**config.mk**
```make
export PLATFORM = sky130hd
export DESIGN_NAME = day1_cmd_sequencer_flat
export DESIGN_NICKNAME = d
export VERILOG_FILES = /design/src/rtl/day1_cmd_sequencer_if.sv /design/src/rtl/day1_cmd_sequencer.sv /design/src/flat_wrapper.sv
export SDC_FILE = /design/constraint.sdc
export NUM_CORES = 1
export LEC_CHECK = 0
export BUFFER_PORTS_ARGS = -buffer_cell sky130_fd_sc_hd__buf_2
export CORE_UTILIZATION = 59
export CTS_BUF_LIST = sky130_fd_sc_hd__clkbuf_8
export DETAILED_ROUTE_END_ITERATION = 7
export GPL_ROUTABILITY_DRIVEN = 0
export PLACE_DENSITY = 0.83
export RECOVER_POWER = 25
export SYNTH_ARGS = -nofsm -noshare
export SYNTH_HDL_FRONTEND = slang
export SYNTH_SLANG_ARGS = --single-unit
```
**constraint.sdc**
```tcl
create_clock -name clk -period 3.6 [get_ports clk]
set_input_delay 0 -clock clk [delete_from_list [all_inputs] [get_ports clk]]
set_output_delay 0 -clock clk [all_outputs]
set_load 0.05 [all_outputs]
```
**src/rtl/day1_cmd_sequencer_if.sv**
```systemverilog
// Byte-in / command-word-out handshake bundle for day1_cmd_sequencer.
// master: stream source plus downstream sink (testbench side); slave: the sequencer.
interface day1_cmd_sequencer_if;
    logic        in_valid;
    logic [7:0]  in_byte;
    logic        in_last;
    logic        in_ready;
    logic        out_valid;
    logic [31:0] out_data;
    logic        out_ready;

    modport master (
        output in_valid, in_byte, in_last, out_ready,
        input  in_ready, out_valid, out_data
    );

    modport slave (
        input  in_valid, in_byte, in_last, out_ready,
        output in_ready, out_valid, out_data
    );
endinterface

```
**src/rtl/day1_cmd_sequencer.sv**
```systemverilog
// Parses ASCII "L<digits>\n" / "R<digits>\n" commands, one byte per cycle, and
// issues each as a {op, value} word over valid/ready. Tracks command count,
// end of stream (done) and malformed input (err).
// Optional feature macro: DAY1_SEQ_SKIP_ZERO_EN -- zero-valued commands are
// not issued and are counted on skip_count instead.
module day1_cmd_sequencer #(
    parameter int VAL_W      = 24,
    parameter int MAX_DIGITS = 6
) (
    input  logic                clk,
    input  logic                rst_n,
    input  logic                clear,
    day1_cmd_sequencer_if.slave bus,
    output logic [31:0]         cmd_count,
    output logic                busy,
    output logic                done,
    output logic                err
`ifdef DAY1_SEQ_SKIP_ZERO_EN
    ,
    output logic [31:0]         skip_count
`endif
);

    localparam logic [2:0] S_IDLE   = 3'd0;
    localparam logic [2:0] S_DIGITS = 3'd1;
    localparam logic [2:0] S_ISSUE  = 3'd2;
    localparam logic [2:0] S_DRAIN  = 3'd3;
    localparam logic [2:0] S_DONE   = 3'd4;

    localparam int CNT_W = $clog2(MAX_DIGITS + 1);

    logic [2:0]       state, state_nx;
    logic [7:0]       op, op_nx;
    logic [VAL_W-1:0] value, value_nx, value_dig;
    logic [CNT_W-1:0] digits, digits_nx;
    logic             last_seen, last_nx;
    logic             accept, xfer, err_set, term;
    logic             is_digit, is_op, is_space;
`ifdef DAY1_SEQ_SKIP_ZERO_EN
    logic             skip;
`endif

    assign accept   = bus.in_valid & bus.in_ready;
    assign xfer     = bus.out_valid & bus.out_ready;
    assign is_digit = (bus.in_byte >= 8'h30) && (bus.in_byte <= 8'h39);
    assign is_op    = (bus.in_byte == 8'h4C) || (bus.in_byte == 8'h52);
    assign is_space = (bus.in_byte == 8'h0A) || (bus.in_byte == 8'h0D) || (bus.in_byte == 8'h20);

    // value*10 + digit as shifts; MAX_DIGITS is chosen so this never overflows VAL_W
    assign value_dig = (value << 3) + (value << 1) + VAL_W'(bus.in_byte[3:0]);

    // All handshake outputs decode the state register only, so in_ready has no
    // path from out_ready and an async reset drops out_valid immediately.
    assign bus.in_ready  = (state == S_IDLE) || (state == S_DIGITS) || (state == S_DRAIN);
    assign bus.out_valid = (state == S_ISSUE);
    assign bus.out_data  = {op, 24'(value)};
    assign busy          = (state != S_IDLE) && (state != S_DONE);
    assign done          = (state == S_DONE);

    // Next-state and datapath decode for the accepted byte
    always_comb begin
        state_nx  = state;
        op_nx     = op;
        value_nx  = value;
        digits_nx = digits;
        last_nx   = last_seen;
        err_set   = 1'b0;
        term      = 1'b0;
`ifdef DAY1_SEQ_SKIP_ZERO_EN
        skip      = 1'b0;
`endif
        case (state)
            S_IDLE: if (accept) begin
                if (is_op) begin
                    op_nx     = bus.in_byte;
                    value_nx  = '0;
                    digits_nx = '0;
                    state_nx  = S_DIGITS;
                end else if (!is_space) begin
                    err_set  = 1'b1;
                    state_nx = S_DRAIN;
                end
                // a final byte in IDLE ends the stream whatever it was
                if (bus.in_last) state_nx = S_DONE;
            end
            S_DIGITS: if (accept) begin
                if (is_digit) begin
                    if (digits == CNT_W'(MAX_DIGITS)) begin
                        err_set = 1'b1;
                    end else begin
                        value_nx  = value_dig;
                        digits_nx = digits + 1'b1;
                        term      = bus.in_last;
                    end
                end else if (bus.in_byte == 8'h0D) begin
                    // CR is transparent unless it is the very last byte
                    if (bus.in_last) begin
                        if (digits != '0) term = 1'b1;
                        else              err_set = 1'b1;
                    end
                end else if (bus.in_byte == 8'h0A && digits != '0) begin
                    term = 1'b1;
                end else begin
                    err_set = 1'b1;
                end
                if (err_set) state_nx = bus.in_last ? S_DONE : S_DRAIN;
                if (term) begin
                    last_nx  = bus.in_last;
                    state_nx = S_ISSUE;
`ifdef DAY1_SEQ_SKIP_ZERO_EN
                    if (value_nx == '0) begin
                        skip     = 1'b1;
                        state_nx = bus.in_last ? S_DONE : S_IDLE;
                    end
`endif
                end
            end
            S_ISSUE:  if (bus.out_ready) state_nx = last_seen ? S_DONE : S_IDLE;
            S_DRAIN:  if (accept && bus.in_last) state_nx = S_DONE;
            S_DONE:   state_nx = S_DONE;
            default:  state_nx = S_IDLE;
        endcase
    end

    // State and command registers; clear wins over every transition
    always_ff @(posedge clk or negedge rst_n) begin
        if (!rst_n) begin
            state     <= S_IDLE;
            op        <= '0;
            value     <= '0;
            digits    <= '0;
            last_seen <= 1'b0;
        end else if (clear) begin
            state     <= S_IDLE;
            op        <= '0;
            value     <= '0;
            digits    <= '0;
            last_seen <= 1'b0;
        end else begin
            state     <= state_nx;
            op        <= op_nx;
            value     <= value_nx;
            digits    <= digits_nx;
            last_seen <= last_nx;
        end
    end

    // Sticky error flag and transfer counter; a word dropped by clear is not counted
    always_ff @(posedge clk or negedge rst_n) begin
        if (!rst_n) begin
            cmd_count <= '0;
            err       <= 1'b0;
        end else if (clear) begin
            cmd_count <= '0;
            err       <= 1'b0;
        end else begin
            if (xfer) cmd_count <= cmd_count + 32'd1;
            if (err_set) err <= 1'b1;
        end
    end

`ifdef DAY1_SEQ_SKIP_ZERO_EN
    // Counts zero-valued commands that were swallowed instead of issued
    always_ff @(posedge clk or negedge rst_n) begin
        if (!rst_n)      skip_count <= '0;
        else if (clear)  skip_count <= '0;
        else if (skip)   skip_count <= skip_count + 32'd1;
    end
`endif

endmodule

```
**src/flat_wrapper.sv**
```systemverilog
// flat-port wrapper written by rule: the top's interface ports become plain ports
module day1_cmd_sequencer_flat 
#(
    parameter int VAL_W      = 24,
    parameter int MAX_DIGITS = 6
)
  (clk, rst_n, clear, cmd_count, busy, done, err, bus_in_valid, bus_in_byte, bus_in_last, bus_out_ready, bus_in_ready, bus_out_valid, bus_out_data);
  day1_cmd_sequencer_if bus_i ();
  input  logic clk;
  input  logic rst_n;
  input  logic clear;
  output logic [31:0] cmd_count;
  output logic busy;
  output logic done;
  output logic err;
  input wire logic [$bits(bus_i.in_valid)-1:0] bus_in_valid;
  input wire logic [$bits(bus_i.in_byte)-1:0] bus_in_byte;
  input wire logic [$bits(bus_i.in_last)-1:0] bus_in_last;
  input wire logic [$bits(bus_i.out_ready)-1:0] bus_out_ready;
  output wire logic [$bits(bus_i.in_ready)-1:0] bus_in_ready;
  output wire logic [$bits(bus_i.out_valid)-1:0] bus_out_valid;
  output wire logic [$bits(bus_i.out_data)-1:0] bus_out_data;
  assign bus_i.in_valid = bus_in_valid;
  assign bus_i.in_byte = bus_in_byte;
  assign bus_i.in_last = bus_in_last;
  assign bus_i.out_ready = bus_out_ready;
  assign bus_in_ready = bus_i.in_ready;
  assign bus_out_valid = bus_i.out_valid;
  assign bus_out_data = bus_i.out_data;
  day1_cmd_sequencer #(.VAL_W(VAL_W), .MAX_DIGITS(MAX_DIGITS)) u_core (.clk(clk), .rst_n(rst_n), .clear(clear), .bus(bus_i), .cmd_count(cmd_count), .busy(busy), .done(done), .err(err));
endmodule
```
### After elaboration in Yosys (flattened, before gate mapping)

Index checks and enable logic that the tools add are counted.

* bits in registers: 72
* bits in latches: 0
* memory bits (writable): 0
* ROM bits: 0
* input port bits: 14
* output and inout bits: 69
* word-level logic and storage cells: 119
* memories kept: 0

* add/sub/neg operators: 4
* $mul: 0
* divide/modulo/power cells: 0
* order comparisons: 2
* equality and inequality tests: 20
* shift-type cells: 0
* muxes and demuxes: 60
* bitwise logic cells: 2
* reduce and logical (&&, ||, !) cells: 24

Operator list (count)
* $mux 24: 6
* $mux 32: 2
* $mux 3: 18
* $pmux 24 s2: 1
* $add 32x1->32 const B: 1
* $mux 8: 4
* $mux 1: 26
* $add 24x24->24: 1
* $add 24x4->24: 1
* $eq 8x4->1 const B: 2
* $eq 8x7->1 const B: 2
* $pmux 3 s5: 1
* $reduce_bool 2->1: 7
* $ne 3x2->1 const B: 4
* $ne 3x3->1 const B: 4
* $reduce_and 6->1: 2
* $reduce_bool 3->1: 3
* $eq 8x6->1 const B: 1
* $ge 8x6->1 const B: 1
* $le 8x6->1 const B: 1
* $eq 3x2->1 const B: 2
* $eq 3x3->1 const B: 2
* $pmux 3 s2: 1
* $reduce_and 3->1: 2
* other kinds (9): 17

### Depth between registers and ports, before layout

Gate-level depths: netlist (run 1).

* word-level depth: 12
* depth in mapped cells: 10
* gate-level depth less buffers: 10

### Worst setup path after synthesis (run 1)

No wires, ideal clock.

* path type: register -> register
* start: register u_core.value[0]
* end: register u_core.value[16]
* setup time: 0.142 ns
* data arrival time: 2.989 ns
* data required time: 3.458 ns
* setup slack: 0.470 ns
* stages on the path, launching flop included: 11
* buffers on the path: 0
* clock period less this slack: 3.130 ns
* cells stage by stage: dfrtp_1 inv_1 fa_1 inv_1 fa_1 a211oi_1 o211ai_1 nand4_1 nand3b_1 o311ai_0 o211ai_1

* cells in the longest elaborated chain, start to end: 7

Ends and longest elaborated chain
* start: declaration: line day1_cmd_sequencer.sv:34 `logic [VAL_W-1:0] value, value_nx, value_dig;`
* start signal: assignment: line day1_cmd_sequencer.sv:142 `value <= value_nx;`
* $add 24x24->24: line day1_cmd_sequencer.sv:50 `assign value_dig = (value << 3) + (value << 1) + VAL_W'(bus.in_byte[3:0]);`
* $add 24x4->24: line day1_cmd_sequencer.sv:50
* $mux 24: line day1_cmd_sequencer.sv:88 `if (digits == CNT_W'(MAX_DIGITS)) begin`
* $mux 24: line day1_cmd_sequencer.sv:87 `if (is_digit) begin`
* $mux 24: line day1_cmd_sequencer.sv:86 `S_DIGITS: if (accept) begin`
* $pmux 24 s2: line day1_cmd_sequencer.sv:72 `case (state)`
* $mux 24: line day1_cmd_sequencer.sv:133 `end else if (clear) begin`

Every way passes these cells. The select of a mux whose other input is x is not followed.
A chain may end at the register's enable or synchronous reset.

### Final worst setup path (run 1)

Same ends and word-level chain as after synthesis.

==> impl_results.md, run 1 <==
* Die Wd at 94.2 um
* Post-Route WL at 12.0 mm
* Layout Utilization at 0.695
* Grt total ovfl at 0
* Fmax at 0.304 GHz
* Met1 Usage GRT at 0.360
* Worst r2r dst: u_core.value[16]
* Die ar. at 8880 um2
* Crit Path Class: register to register
* Worst EP required at 3810 ps
* GRT Overall Usage at 0.286
* Place WS at 463 ps
* Routed vias at 4536
* Drt drc at 0
* Post-synth EDFFs at 0
* CTS tree: done
* Top FF cell, synth: dfrtp_1
* Site row count at 33
* Fraction of the cycle the final worst path needs at 0.913
* CP Buf/Inv Count at 2
* Flop2flop setup slack at 310 ps
* Minimum clock period at 3290 ps
* Nets at 694
* Leak at 2.78 nW
* Clock Skews at 12.2 ps
* Synthesized flop and latch total at 72
* Initial antenna violation count at 0
* Worst Min Path Start: bus_in_last
* Warnings, synthesis at 0
* Non-Filler Instances at 742
* Maxcap violations at 1
* Outcome: complete, but fails checks
* Failing checks: max-capacitance violations, max-slew violations
* DP Cell Count at 721
* Most Crowded Layer GR: met2
* Cells on Worst Hold Path at 3
* Initial core utilization at 0.611
* Cell with the biggest individual delay on the critical path: fa_1
* Vias in the first global route at 4354
* Setup tns final at 0 ps
* Worst r2r src: u_core.value[0]
* ANT nets after route at 0
* DRT Pass-1 Iters at 4
* Number of DRC markers in iteration 0 at 220
* Worst min-delay path endpoint: u_core.last_seen
* Crit start category: register
* Post-synth ARST share at 1.00
* Worst hold-check path type: input port to register
* Reg area at 1800 um2
* Clock Latency Late Sink at 360 ps
* Max Buffers Root-to-Sink at 2
* CTS Sinks at 72
* Multi-input combinational cell area at 3040 um2
* Grt met3 use at 0.0566
* DP HPWL at 8.65 mm
* Post-CTS sizing at 0
* Port bufs at 82
* ANT cells at 0
* Via density at 6.11
* Mapped Cells at 551
* Finished Cell Area at 5710 um2
* Peak supply drop at 0.000151 V
* Most frequent cells in the layout: dfrtp_1, buf_2, nor2_1
* DP Area at 5490 um2
* First-pass GRT wire length at 20.0 mm
* Clock slew at reported path FFs at 90 ps
* Setup ws final at 313 ps
* Transition time of the tightest slew-check pin at 2100 ps
* Post-Syn Nets at 613
* Worst Path Max Fanout at 5
* Fin. max-slew vios at 40
* Die height at 94.2 um
* Crit path cell chain: inv_1 > fa_1 > inv_1 > fa_1 > a211oi_1 > o211ai_1 > nand4_1 > nand3b_1 > o311ai_0 > o211ai_1
* Rel. slew slack at -0.401
* Crit path DAT at 3500 ps
* Critical path capture point type: register
* R2R depth at 10
* Min Hold Slack at 22.3 ps
* Core area at 8220 um2
* Met2 GRT Util at 0.481
* CP peak stage delay at 540 ps
* Final setup viols at 0
* CTS Buf Count at 9
* Power per Cell Area at 289 nW/um2
* Sequential element share of the synthesized area at 0.359
* Layout fillers at 650
* Pin count of the biggest net entering global routing at 42
* Htree depth at 3
* Synth cell types at 78
* Layout cells sized above 1 at 0.166
* Worst path top cell family by delay: compound AO/OA/AOI/OAI gates
* Mapped cell area at 5020 um2
* Area Overhead vs Synth at 13.7%
* Most common cell after layout, fill and taps aside: dfrtp_1
* Fin. Hold Viols at 0
* RSZ-0062 raised after global routing: false
* Final Power at 1.65 mW
* Syn Area/Cell at 9.11 um2
* CTS Root Cell: clkbuf_8
* Io pins at 83
* Post-DR wirelength/cell at 16.2 um
## cell families (layout without fill, tap and decap cells)
kind of cell	count (synthesis)	after routing	synth area share
xor gates and xnor gates	42	42	0.0733
AOI/OAI and AO/OA	125	125	0.172
and+or+nand+nor	218	218	0.228
DFF	72	72	0.359
adders and majority gates	48	48	0.123
muxes	4	4	0.00823
buffers and inverters	42	128	0.0366
## final cells by class
| cell class | instances | area share |
|---|---|---|
| inverter | 22 | 0.0145 |
| multi-input combinational | 437 | 0.533 |
| tap | 105 | 0.0230 |
| clock buffer | 9 | 0.0217 |
| sequential | 72 | 0.316 |
| clock inverter | 7 | 0.0107 |
| timing repair buffer | 90 | 0.0811 |
## metal layers
| layer | share of wire | vias up |
|---|---|---|
| li1 | - | 2148 |
| met1 | 0.44 | 2200 |
| met2 | 0.49 | 160 |
| met3 | 0.057 | 28 |
| met4 | 0.022 | 0 |
| met5 | 0 | - |
## repair_timing
item / CTS / global route
endpoints found under the setup margin: 0 / 0
setup buffers: 0 / 0
hold endpoints to repair: 44 / 0
hold buffers: 5 / 0
## how the worst max path moves through the flow
stage                               start               end  slack [ps]  depth (start not counted)
after CTS                 u_core.value[0]  u_core.value[16]         420                         10
after global routing      u_core.value[0]  u_core.value[16]         220                         10
final                     u_core.value[0]  u_core.value[16]         310                         10
after floorplan           u_core.value[0]  u_core.value[16]         470                         10
after global placement    u_core.value[0]  u_core.value[16]         640                         10
after detailed placement  u_core.value[0]  u_core.value[16]         460                         10
## worst register-to-register path, cell delays in order, from the launching register on
cell and delay [ps]:
dfrtp_1 410, inv_1 90, fa_1 540, inv_1 70, fa_1 490, a211oi_1 330
o211ai_1 190, nand4_1 190, nand3b_1 220, o311ai_0 450, o211ai_1 180
## sequential cells by signal (all words and copies together) (netlist names)
| signal | flops |
|---|---|
| u_core.cmd_count | 32 |
| u_core.value | 24 |
| u_core.op | 8 |
| u_core.digits | 3 |
| u_core.state | 3 |
| u_core.err | 1 |
| u_core.last_seen | 1 |
## cell usage after synthesis (all sizes together), types with 14 or more instances
| master | n | area, um2 |
|---|---|---|
| and3 | 14 | 90.1 |
| nand3 | 17 | 85.1 |
| ha | 46 | 576 |
| xnor2 | 31 | 272 |
| dfrtp | 72 | 1800 |
| nand2 | 50 | 190 |
| nor2 | 60 | 225 |
| inv | 22 | 82.6 |
| o21ai | 35 | 175 |
| clkbuf | 14 | 62.6 |
| nor3 | 14 | 70.1 |
| a21oi | 28 | 140 |
## power breakdown
part | switching [mW] | internal [mW] | total, mW
logic | 0.134 | 0.0550 | 0.189
registers | 0.0180 | 0.818 | 0.836
clock network | 0.362 | 0.263 | 0.626
No activity file was read; power rests on OpenSTA's default activity.
==> run 2, diff against run 1 <==
Settings changed: ABC_AREA from default to 1, CORE_UTILIZATION 59 to 60.
==> run 2 against run 1 <==
  * The flow finishes with violations (negative hold slack, max-capacitance violations, max-slew violations)
  * Cell count grew 39%
  * First-iteration DRC count grew 110%
  * Critical path depth grew 2
  * Fmax grew 29%
  * Combinational power grew to 3.4 times the previous value
  * Sequential share of layout area shrank 3.8 points
  * Critical path type unchanged
  * Largest power group unchanged
==> impl_results.md, run 2 <==
* Outcome: complete, but fails checks
* Failing checks: negative hold slack, max-capacitance violations, max-slew violations
* Leak at 3.45 nW
* Cell with the biggest individual delay on the critical path: fa_1
* Area contributors post-synth: dfrtp_1, nand2_1, ha_1, nand3_1, inv_1
* Met2 wire len at 6.97 mm
* Final setup viols at 0
* Peak supply drop at 0.000378 V
* ANT nets after route at 0
* Routed vias at 5849
* Rel. slew slack at -0.222
* Worst min-delay path endpoint: u_core.last_seen
* Area Overhead vs Synth at 14.0%
* Setup tns final at 0 ps
* Fin. Hold Viols at 2
* Power per Cell Area at 362 nW/um2
* Crit Path Class: register to register
* CTS hold repair buffers at 7
* Htree depth at 3
* CTS Sinks at 72
* Post-DR wirelength/cell at 14.6 um
* Worst hold-check path type: input port to register
* Post-Route WL at 15.1 mm
* Vias in the first global route at 5712
* Crit path top cell by count: nand3_1
* Syn Area/Cell at 7.03 um2
* DRT Pass-1 Iters at 7
* Multi-input combinational cell area at 3450 um2
* RSZ-0062 raised after global routing: false
* Sequential element share of the synthesized area at 0.316
* Fmax at 0.391 GHz
* ANT cells at 0
* Most common cell after layout, fill and taps aside: nand2_1
* First-pass GRT wire length at 25.6 mm
* DP HPWL at 11.3 mm
* Mapped Cells at 810
* Number of DRC markers in iteration 0 at 466
* Min Hold Slack at -5.76 ps
* Worst EP required at 3860 ps
* Die Wd at 99.5 um
* Top FF cell, synth: dfrtp_1
* Site row count at 35
* Pin count of the biggest net entering global routing at 38
* Worst r2r src: u_core.value[0]
* Warnings, synthesis at 0
* Flop2flop setup slack at 1040 ps
* CP peak stage delay at 540 ps
* Max Buffers Root-to-Sink at 2
* Crit path cell chain: inv_1 > fa_1 > inv_1 > fa_1 > nand3_1 > nand2_1 > nand3_1 > nand2_1 > nand3_1 > nand3b_1 > nand3_1 > nand2_1
* Cells on Worst Hold Path at 3
* Worst Min Path Start: bus_in_last
* CTS tree: done
* Layout cells sized above 1 at 0.149
* Largest regs: u_core.cmd_count: 32 flops, u_core.value: 24 flops, u_core.op: 8 flops
* Worst Path Max Fanout at 5
* Grt total ovfl at 0
* CTS Buf Count at 9
* Met3 Routed Length at 1.10 mm
* Initial core utilization at 0.617
* CTS Root Cell: clkbuf_8
* Synthesized flop and latch total at 72
* Clock Skews at 13.5 ps
* Most frequent cells in the layout: nand2_1, inv_1, nor2_1
* Initial antenna violation count at 0
* Die ar. at 9890 um2
* Synth cell types at 46
* Drt drc at 0
* Biggest area consumer among synthesized cells: dfrtp_1
* Maxcap violations at 1
* Commonest cells in the netlist: nand2_1, inv_1, nor2_1, dfrtp_1, nand3_1
* Crit start category: register
* Die height at 99.5 um
* Most instantiated library cell after synthesis: nand2_1
* WL met1 at 6.79 mm
* Biggest register: u_core.cmd_count
* Post-synth EDFFs at 0
* Transition time of the tightest slew-check pin at 1830 ps
* Io pins at 83
* Reg area at 1800 um2
* Post-synth ARST share at 1.00
* Crit path DAT at 2820 ps
* Port bufs at 82
* Nets at 962
* Post-CTS sizing at 0
* Post-synth top area share at 0.316
* Top layer used by detailed routing: met4
* Fin. max-slew vios at 35
* Via density at 5.66
* Minimum clock period at 2560 ps
* Mapped cell area at 5700 um2
* R2R depth at 12
* Critical path capture point type: register
* Layout fillers at 777
* Number of setup buffers added after CTS at 0
* GRT Overall Usage at 0.320
* Post-Syn Nets at 872
* Clock slew at reported path FFs at 90 ps
* Largest register FFs at 32
* Core area at 9240 um2
* Worst r2r dst: u_core.value[16]
* Layout Utilization at 0.703
* Clock Latency Late Sink at 370 ps
* Fraction of the cycle the final worst path needs at 0.710
==> run 2: changes by cell type in the layout (fill, tap and decap cells not counted), moves of 11 or more <==
cell,delta
nand4_1,+18
inv_1,+64
nand3_1,+51
nor2_1,+22
nand2_1,+181
and3_1,-11
o21ai_0,+13
xnor2_1,-21
==> run 2: worst max path at each step <==
stage	slack (ps)	to	depth (start not counted)	from
finish	1040	u_core.value[16]	12	u_core.value[0]
global route	570	u_core.value[23]	3	rst_n
CTS	1070	u_core.value[16]	12	u_core.value[0]
detailed placement	1080	u_core.value[16]	12	u_core.value[0]
global placement	1250	u_core.value[18]	11	u_core.value[0]
floorplan	1000	u_core.value[18]	11	u_core.value[0]
==> run 2: worst max-delay path: cells and delay by family, from the launching register on <==
kind | cells | cell delay [ps]
adders and majority gates | 2 | 1020
buffers and inverters | 2 | 150
DFF | 1 | 400
and+or+nand+nor | 8 | 870
==> run 2: area by class of cell <==
| type | count | area share |
|---|---|---|
| Clock buffer | 10 | 0.0212 |
| Clock inverter | 6 | 0.0177 |
| Inverter | 93 | 0.0541 |
| Multi-Input combinational cell | 633 | 0.531 |
| Sequential cell | 72 | 0.277 |
| Tap cell | 129 | 0.0249 |
| Timing Repair Buffer | 91 | 0.0734 |
==> run 2: cell families (layout without fill, tap and decap cells) <==
| family | count (synthesis) | after routing | share of synthesized area |
|---|---|---|---|
| adders and majority gates | 48 | 48 | 0.108 |
| AOI/OAI and AO/OA | 113 | 113 | 0.111 |
| buffers and inverters | 105 | 200 | 0.0782 |
| xor gates and xnor gates | 15 | 15 | 0.0231 |
| DFF | 72 | 72 | 0.316 |
| and+or+nand+nor | 457 | 457 | 0.364 |
==> run 2: layer usage <==
layer | up-vias | GRT usage
met3 | 25 | 0.0618
li1 | 2852 | -
met4 | 0 | 0.0950
met1 | 2711 | 0.430
met5 | - | 0
met2 | 261 | 0.524
==> run 2: where the power goes <==
part           internal, mW  total [mW]  switching (mW)  leakage [nW]
clock                 0.483       0.839           0.355         0.123
combinational         0.147       0.634           0.488          2.33
sequential            0.839       0.879          0.0398         0.999
==> run 2: per-stage QoR <==
stage                     setup slack (ps)  instances  power (mW)  cell area, um2
after floorplan                        996        810        1.41            5700
after global placement                1250       1011        1.51            6190
after detailed placement              1080       1011        1.52            6190
after CTS                             1070       1034        2.36            6510
after global routing                   573       1034        2.44            6490
final                                 1040       1034        2.35            6490
